$ cat config.mk
export PLATFORM = sky130hd
export DESIGN_NAME = daisy_tx_sched
export DESIGN_NICKNAME = d
export VERILOG_FILES = /design/src/rtl/daisy_tx_sched.sv
export SDC_FILE = /design/constraint.sdc
export NUM_CORES = 1
export LEC_CHECK = 0
export ABC_AREA = 1
export BUFFER_PORTS_ARGS = -buffer_cell sky130_fd_sc_hd__buf_2
export CAP_MARGIN = 40
export CORE_MARGIN = 5
export CORE_UTILIZATION = 50
export CTS_CLUSTER_SIZE = 25
export DETAILED_ROUTE_END_ITERATION = 10
export PLACE_DENSITY = 0.88
export SYNTH_ARGS = -nofsm -noshare
export SYNTH_HDL_FRONTEND = slang
export SYNTH_SLANG_ARGS = --single-unit
$ cat constraint.sdc
create_clock -name par_clk_i -period 2.5 [get_ports par_clk_i]
set_clock_uncertainty 0.2 [all_clocks]
set_input_delay 0.5 -clock par_clk_i [delete_from_list [all_inputs] [get_ports par_clk_i]]
set_output_delay 0.5 -clock par_clk_i [all_outputs]
set_load 0.005 [all_outputs]
$ cat src/rtl/daisy_tx_sched.sv
// Daisy-link transmit scheduler: trains the link, then arbitrates
// command/user words into a single serializer holding register.
//
// Ports:
//   par_clk_i, par_rst_i        clock, synchronous active-high reset
//   cfg_en_i                    link enable (0 forces DIS)
//   cfg_train_i                 training request
//   cfg_train_pat_i[15:0]       training word
//   cmd_dv_i/cmd_dat_i/cmd_rdy_o  command source handshake
//   usr_dv_i/usr_dat_i/usr_rdy_o  user source handshake
//   tx_rdy_i                    serializer ready (1 pulse per 4 cycles)
//   tx_dv_o/tx_dat_o            word offered to serializer
//   link_up_o                   high while in RUN
//   tx_cnt_o[31:0]              consumed source-word count
module daisy_tx_sched #(
  parameter int unsigned TRAIN_MIN = 16
) (
  input  logic        par_clk_i,
  input  logic        par_rst_i,
  input  logic        cfg_en_i,
  input  logic        cfg_train_i,
  input  logic [15:0] cfg_train_pat_i,
  input  logic        cmd_dv_i,
  input  logic [15:0] cmd_dat_i,
  output logic        cmd_rdy_o,
  input  logic        usr_dv_i,
  input  logic [15:0] usr_dat_i,
  output logic        usr_rdy_o,
  input  logic        tx_rdy_i,
  output logic        tx_dv_o,
  output logic [15:0] tx_dat_o,
  output logic        link_up_o,
  output logic [31:0] tx_cnt_o
);

  typedef enum logic [1:0] {
    ST_DIS   = 2'd0,
    ST_TRAIN = 2'd1,
    ST_RUN   = 2'd2
  } state_e;

  localparam logic [7:0] TRAIN_MIN_C = 8'(TRAIN_MIN);

  state_e      state_q, state_d;
  logic        out_v_q, out_v_d;
  logic [15:0] out_d_q, out_d_d;
  logic        out_src_q, out_src_d;
  logic [7:0]  trn_cnt_q, trn_cnt_d;
  logic        last_usr_q, last_usr_d;
  logic [31:0] tx_cnt_q, tx_cnt_d;

  logic slot_free;
  logic consumed;
  logic trn_done;
  logic run_open;
  logic gnt_cmd;
  logic gnt_usr;
  logic cmd_acc;
  logic usr_acc;

  // Holding register can take a new word when empty or
  // when its current word leaves this cycle.
  assign slot_free = ~out_v_q | tx_rdy_i;
  assign consumed  = out_v_q & tx_rdy_i;
  assign trn_done  = trn_cnt_q >= TRAIN_MIN_C;

  // Sources are only ever opened in a clean RUN cycle.
  assign run_open = (state_q == ST_RUN)
                  & cfg_en_i
                  & ~cfg_train_i
                  & ~par_rst_i;

  // Round-robin on tie: the source not granted last wins.
  always_comb begin
    gnt_cmd = 1'b0;
    gnt_usr = 1'b0;
    if (cmd_dv_i & usr_dv_i) begin
      gnt_cmd = last_usr_q;
      gnt_usr = ~last_usr_q;
    end else begin
      gnt_cmd = cmd_dv_i;
      gnt_usr = usr_dv_i;
    end
  end

  assign cmd_acc = run_open & slot_free & gnt_cmd;
  assign usr_acc = run_open & slot_free & gnt_usr;

  assign cmd_rdy_o = cmd_acc;
  assign usr_rdy_o = usr_acc;
  assign tx_dv_o   = out_v_q;
  assign tx_dat_o  = out_d_q;
  assign link_up_o = (state_q == ST_RUN);
  assign tx_cnt_o  = tx_cnt_q;

  always_comb begin
    state_d    = state_q;
    out_v_d    = out_v_q & ~consumed;
    out_d_d    = out_d_q;
    out_src_d  = out_src_q;
    last_usr_d = last_usr_q;
    trn_cnt_d  = trn_cnt_q;
    tx_cnt_d   = tx_cnt_q;

    if (consumed & out_src_q) begin
      tx_cnt_d = tx_cnt_q + 32'd1;
    end
    if (consumed & ~out_src_q & (trn_cnt_q != 8'hFF)) begin
      trn_cnt_d = trn_cnt_q + 8'd1;
    end

    unique case (state_q)
      ST_DIS: begin
        state_d   = ST_TRAIN;
        trn_cnt_d = 8'd0;
      end
      ST_TRAIN: begin
        if (slot_free) begin
          out_v_d   = 1'b1;
          out_d_d   = cfg_train_pat_i;
          out_src_d = 1'b0;
        end
        if (trn_done & ~cfg_train_i) begin
          state_d = ST_RUN;
        end
      end
      ST_RUN: begin
        if (cfg_train_i) begin
          state_d = ST_TRAIN;
        end else begin
          unique case (1'b1)
            cmd_acc: begin
              out_v_d    = 1'b1;
              out_d_d    = cmd_dat_i;
              out_src_d  = 1'b1;
              last_usr_d = 1'b0;
            end
            usr_acc: begin
              out_v_d    = 1'b1;
              out_d_d    = usr_dat_i;
              out_src_d  = 1'b1;
              last_usr_d = 1'b1;
            end
            default: begin
            end
          endcase
        end
      end
      default: begin
        state_d = ST_DIS;
      end
    endcase

    // Disable wins over everything: the pending word is
    // dropped and neither counter sees it.
    if (!cfg_en_i) begin
      state_d   = ST_DIS;
      out_v_d   = 1'b0;
      tx_cnt_d  = tx_cnt_q;
      trn_cnt_d = trn_cnt_q;
    end
  end

  always_ff @(posedge par_clk_i) begin
    if (par_rst_i) begin
      state_q    <= ST_DIS;
      out_v_q    <= 1'b0;
      out_d_q    <= 16'd0;
      out_src_q  <= 1'b0;
      trn_cnt_q  <= 8'd0;
      last_usr_q <= 1'b1;
      tx_cnt_q   <= 32'd0;
    end else begin
      state_q    <= state_d;
      out_v_q    <= out_v_d;
      out_d_q    <= out_d_d;
      out_src_q  <= out_src_d;
      trn_cnt_q  <= trn_cnt_d;
      last_usr_q <= last_usr_d;
      tx_cnt_q   <= tx_cnt_d;
    end
  end

endmodule

==> run_results.csv <==
group,metric,value,unit
yosys,postSynthCellCount,583,
drt,avgViaCountPerCell,4.92,
sta,final-hold-violation-count,0,
finish,layout_commonest_cell,"nand2_1",
worst_setup_path,startpoint_type,"flip-flop",
power,p_leak,2.32,nW
sta,fmax,0.439,GHz
finish,final_cell_mix,"nand2_1 (157), buf_2 (106), inv_1 (94)",
floorplanning,die_w,94.8,µm
yosys,ys.flop_type,"dfxtp_1",
yosys,syn_area_per_cell,6.17,µm²
clocking,cts_max_level,3,
finish,antennaDiodeCount,0,
floorplanning,ioPinCount,107,
floorplanning,core_area,7140,µm²
yosys,synth_warnings,0,
placement,port_buffers,106,
sta,setup_slack,0.223,ns
status,status,"finished clean",
sta,slew_headroom,0.642,
sta,period_share,0.911,
clocking,insertion_delay,0.33,ns
finish,layout.nets,752,
clocking,cts-root-buf,"clkbuf_8",
yosys,synth_fp_nets,644,
worst_setup_path,cp.required,2.50,ns
yosys,ys_seq_elements,61,
drt,dr.pass1.iters,5,
global_routing,grt_pass1_wl,15500,µm
drt,vias,3906,
placement,gp_congestion,0.895,
global_routing,grt_pass1_vias,3636,
power,total_power,2.01,mW
power,p_per_area,458,nW/µm²
floorplanning,start_util,0.504,
sta,period_minus_slack,2.28,ns
floorplanning,fp.dieH,94.8,µm
sta,rsz0062_at_grt,"false",
drt,drt_iter0_drc,150,
drt,wl_per_cell,11.7,µm
finish,final_util,0.616,
hold_path,hold_class,"in -> reg",
run,maxCapViolations,0,
drt,ant_nets,0,
placement,hpwlAfterDp,7120,µm
global_routing,antenna_found_initial,0,
yosys,yosys.cell_types.count,34,
yosys,ys_async_sr_fraction,0,
clocking,cts_resized,0,
power,ir_worst_vdd,198,µV
finish,syn2layout_area_growth,22.2,%
sta,finalSetupViolations,0,
clocking,cts_buffers,9,
worst_setup_path,critical_path_class,"reg -> reg",
yosys,synth_seq_area_share,0.340,
finish,drive_above_1_share,0.204,
floorplanning,fp-row-count,31,
clocking,cts.sinks,61,
clocking,clk_pin_slew,0.06,ns
floorplanning,dieArea,8990,µm²
drt,routed_wl,9290,µm
yosys,netlist_area,3600,µm²
worst_setup_path,crit_arrival,2.27,ns
global_routing,grt_start_max_net_pins,38,
clocking,cts_tree,"done",
worst_setup_path,crit_path_end_kind,"flip-flop",
placement,pre_cts_ws,0.226,ns
yosys,synth_edf_count,0,
sta,worst_pin_slew,0.534,ns
global_routing,grt_overflow,0,
clocking,cts_buffer_depth,2,
drt,drc,0,
sta,final.setup.tns,0,ns
global_routing,grt_use_total,0.214,
sta,drv_slew,0,
worst_setup_path,crit_fanout,19,
## power by group
group          switching [mW]  internal, mW  leakage [nW]
registers              0.0113         0.994         0.494
clock network           0.359         0.435        0.0926
logic                   0.120        0.0913          1.74
## final cells by class
| class | count | area [µm²] |
|---|---|---|
| Clock buffer | 14 | 173 |
| Clock inverter | 1 | 5.00 |
| Fill cell | 700 | 2740 |
| Inverter | 96 | 360 |
| Multi-Input combinational cell | 408 | 1910 |
| Sequential cell | 61 | 1220 |
| Tap cell | 99 | 124 |
| Timing Repair Buffer | 115 | 598 |
## cell usage after synthesis, types with 2 or more instances
| cell type | count | area share |
|---|---|---|
| a21oi_1 | 26 | 0.036 |
| o21ai_0 | 16 | 0.022 |
| nand2_2 | 2 | 0.0035 |
| nor2_4 | 2 | 0.0063 |
| clkbuf_1 | 8 | 0.0084 |
| nor3_1 | 5 | 0.0070 |
| o21bai_1 | 2 | 0.0042 |
| buf_6 | 3 | 0.0094 |
| buf_2 | 4 | 0.0056 |
| nand4_1 | 26 | 0.045 |
| nor2_1 | 91 | 0.095 |
| nand2_4 | 2 | 0.0063 |
| buf_4 | 2 | 0.0042 |
| nand2_1 | 157 | 0.16 |
| nand3_1 | 53 | 0.074 |
| nand3_2 | 2 | 0.0056 |
| xor2_1 | 5 | 0.012 |
| nor2_2 | 3 | 0.0052 |
| inv_1 | 94 | 0.098 |
| ha_1 | 6 | 0.021 |
| dfxtp_1 | 61 | 0.34 |
## through the flow
| stage | instances | hold WS, ns | cell area [µm²] |
|---|---|---|---|
| 6_report | 794 | 0.277 | 4390 |
| 5_1_grt | 794 | 0.284 | 4390 |
| 4_1_cts | 791 | 0.265 | 4370 |
| 3_5_place_dp | 776 | 0.299 | 4190 |
| 3_3_place_gp | 776 | 0.265 | 4190 |
| 2_1_floorplan | 583 | 0.251 | 3600 |
## cell families after synthesis
group	after synthesis	synth area share
DFF	61	0.340
xor gates and xnor gates	5	0.0122
buffers and inverters	114	0.129
AOI/OAI and AO/OA	50	0.0755
and+or+nand+nor	347	0.423
adders and majority gates	6	0.0209
## worst paths after layout
path | from | end | slack (ns) | depth (start not counted)
max | state_q[0] | state_q[0] | 0.22 | 8
min | cfg_train_pat_i[10] | tx_dat_o[10] | 0.28 | 5
max reg2reg | state_q[0] | state_q[0] | 0.22 | 8
min reg2reg | out_src_q | out_src_q | 0.30 | 2
## worst max-delay path, stage by stage, from the launching register on
cell and delay [ns]:
dfxtp_1 0.33, inv_1 0.08, ha_1 0.23, buf_4 0.26, clkinv_1 0.48, nand3_1 0.29, nand2_1 0.10, o21bai_1 0.13
a31oi_1 0.05
## state kept, by name, indices dropped and copies added (netlist names)
signal,flops
tx_cnt_o,32
tx_dat_o,16
trn_cnt_q,8
state_q,2
last_usr_q,1
out_src_q,1
tx_dv_o,1
## per-layer routing
layer,track usage,vias up,routed length [µm]
li1,-,2044,-
met1,0.252,1684,3890
met2,0.365,158,4460
met3,0.0590,20,741
met4,0.0925,0,204
met5,0,-,0
## timing repair
item,CTS,global route
setup endpoints to repair,0,2
hold buffers,0,0
setup buffers,0,3
(Power assumes the default switching activity.)
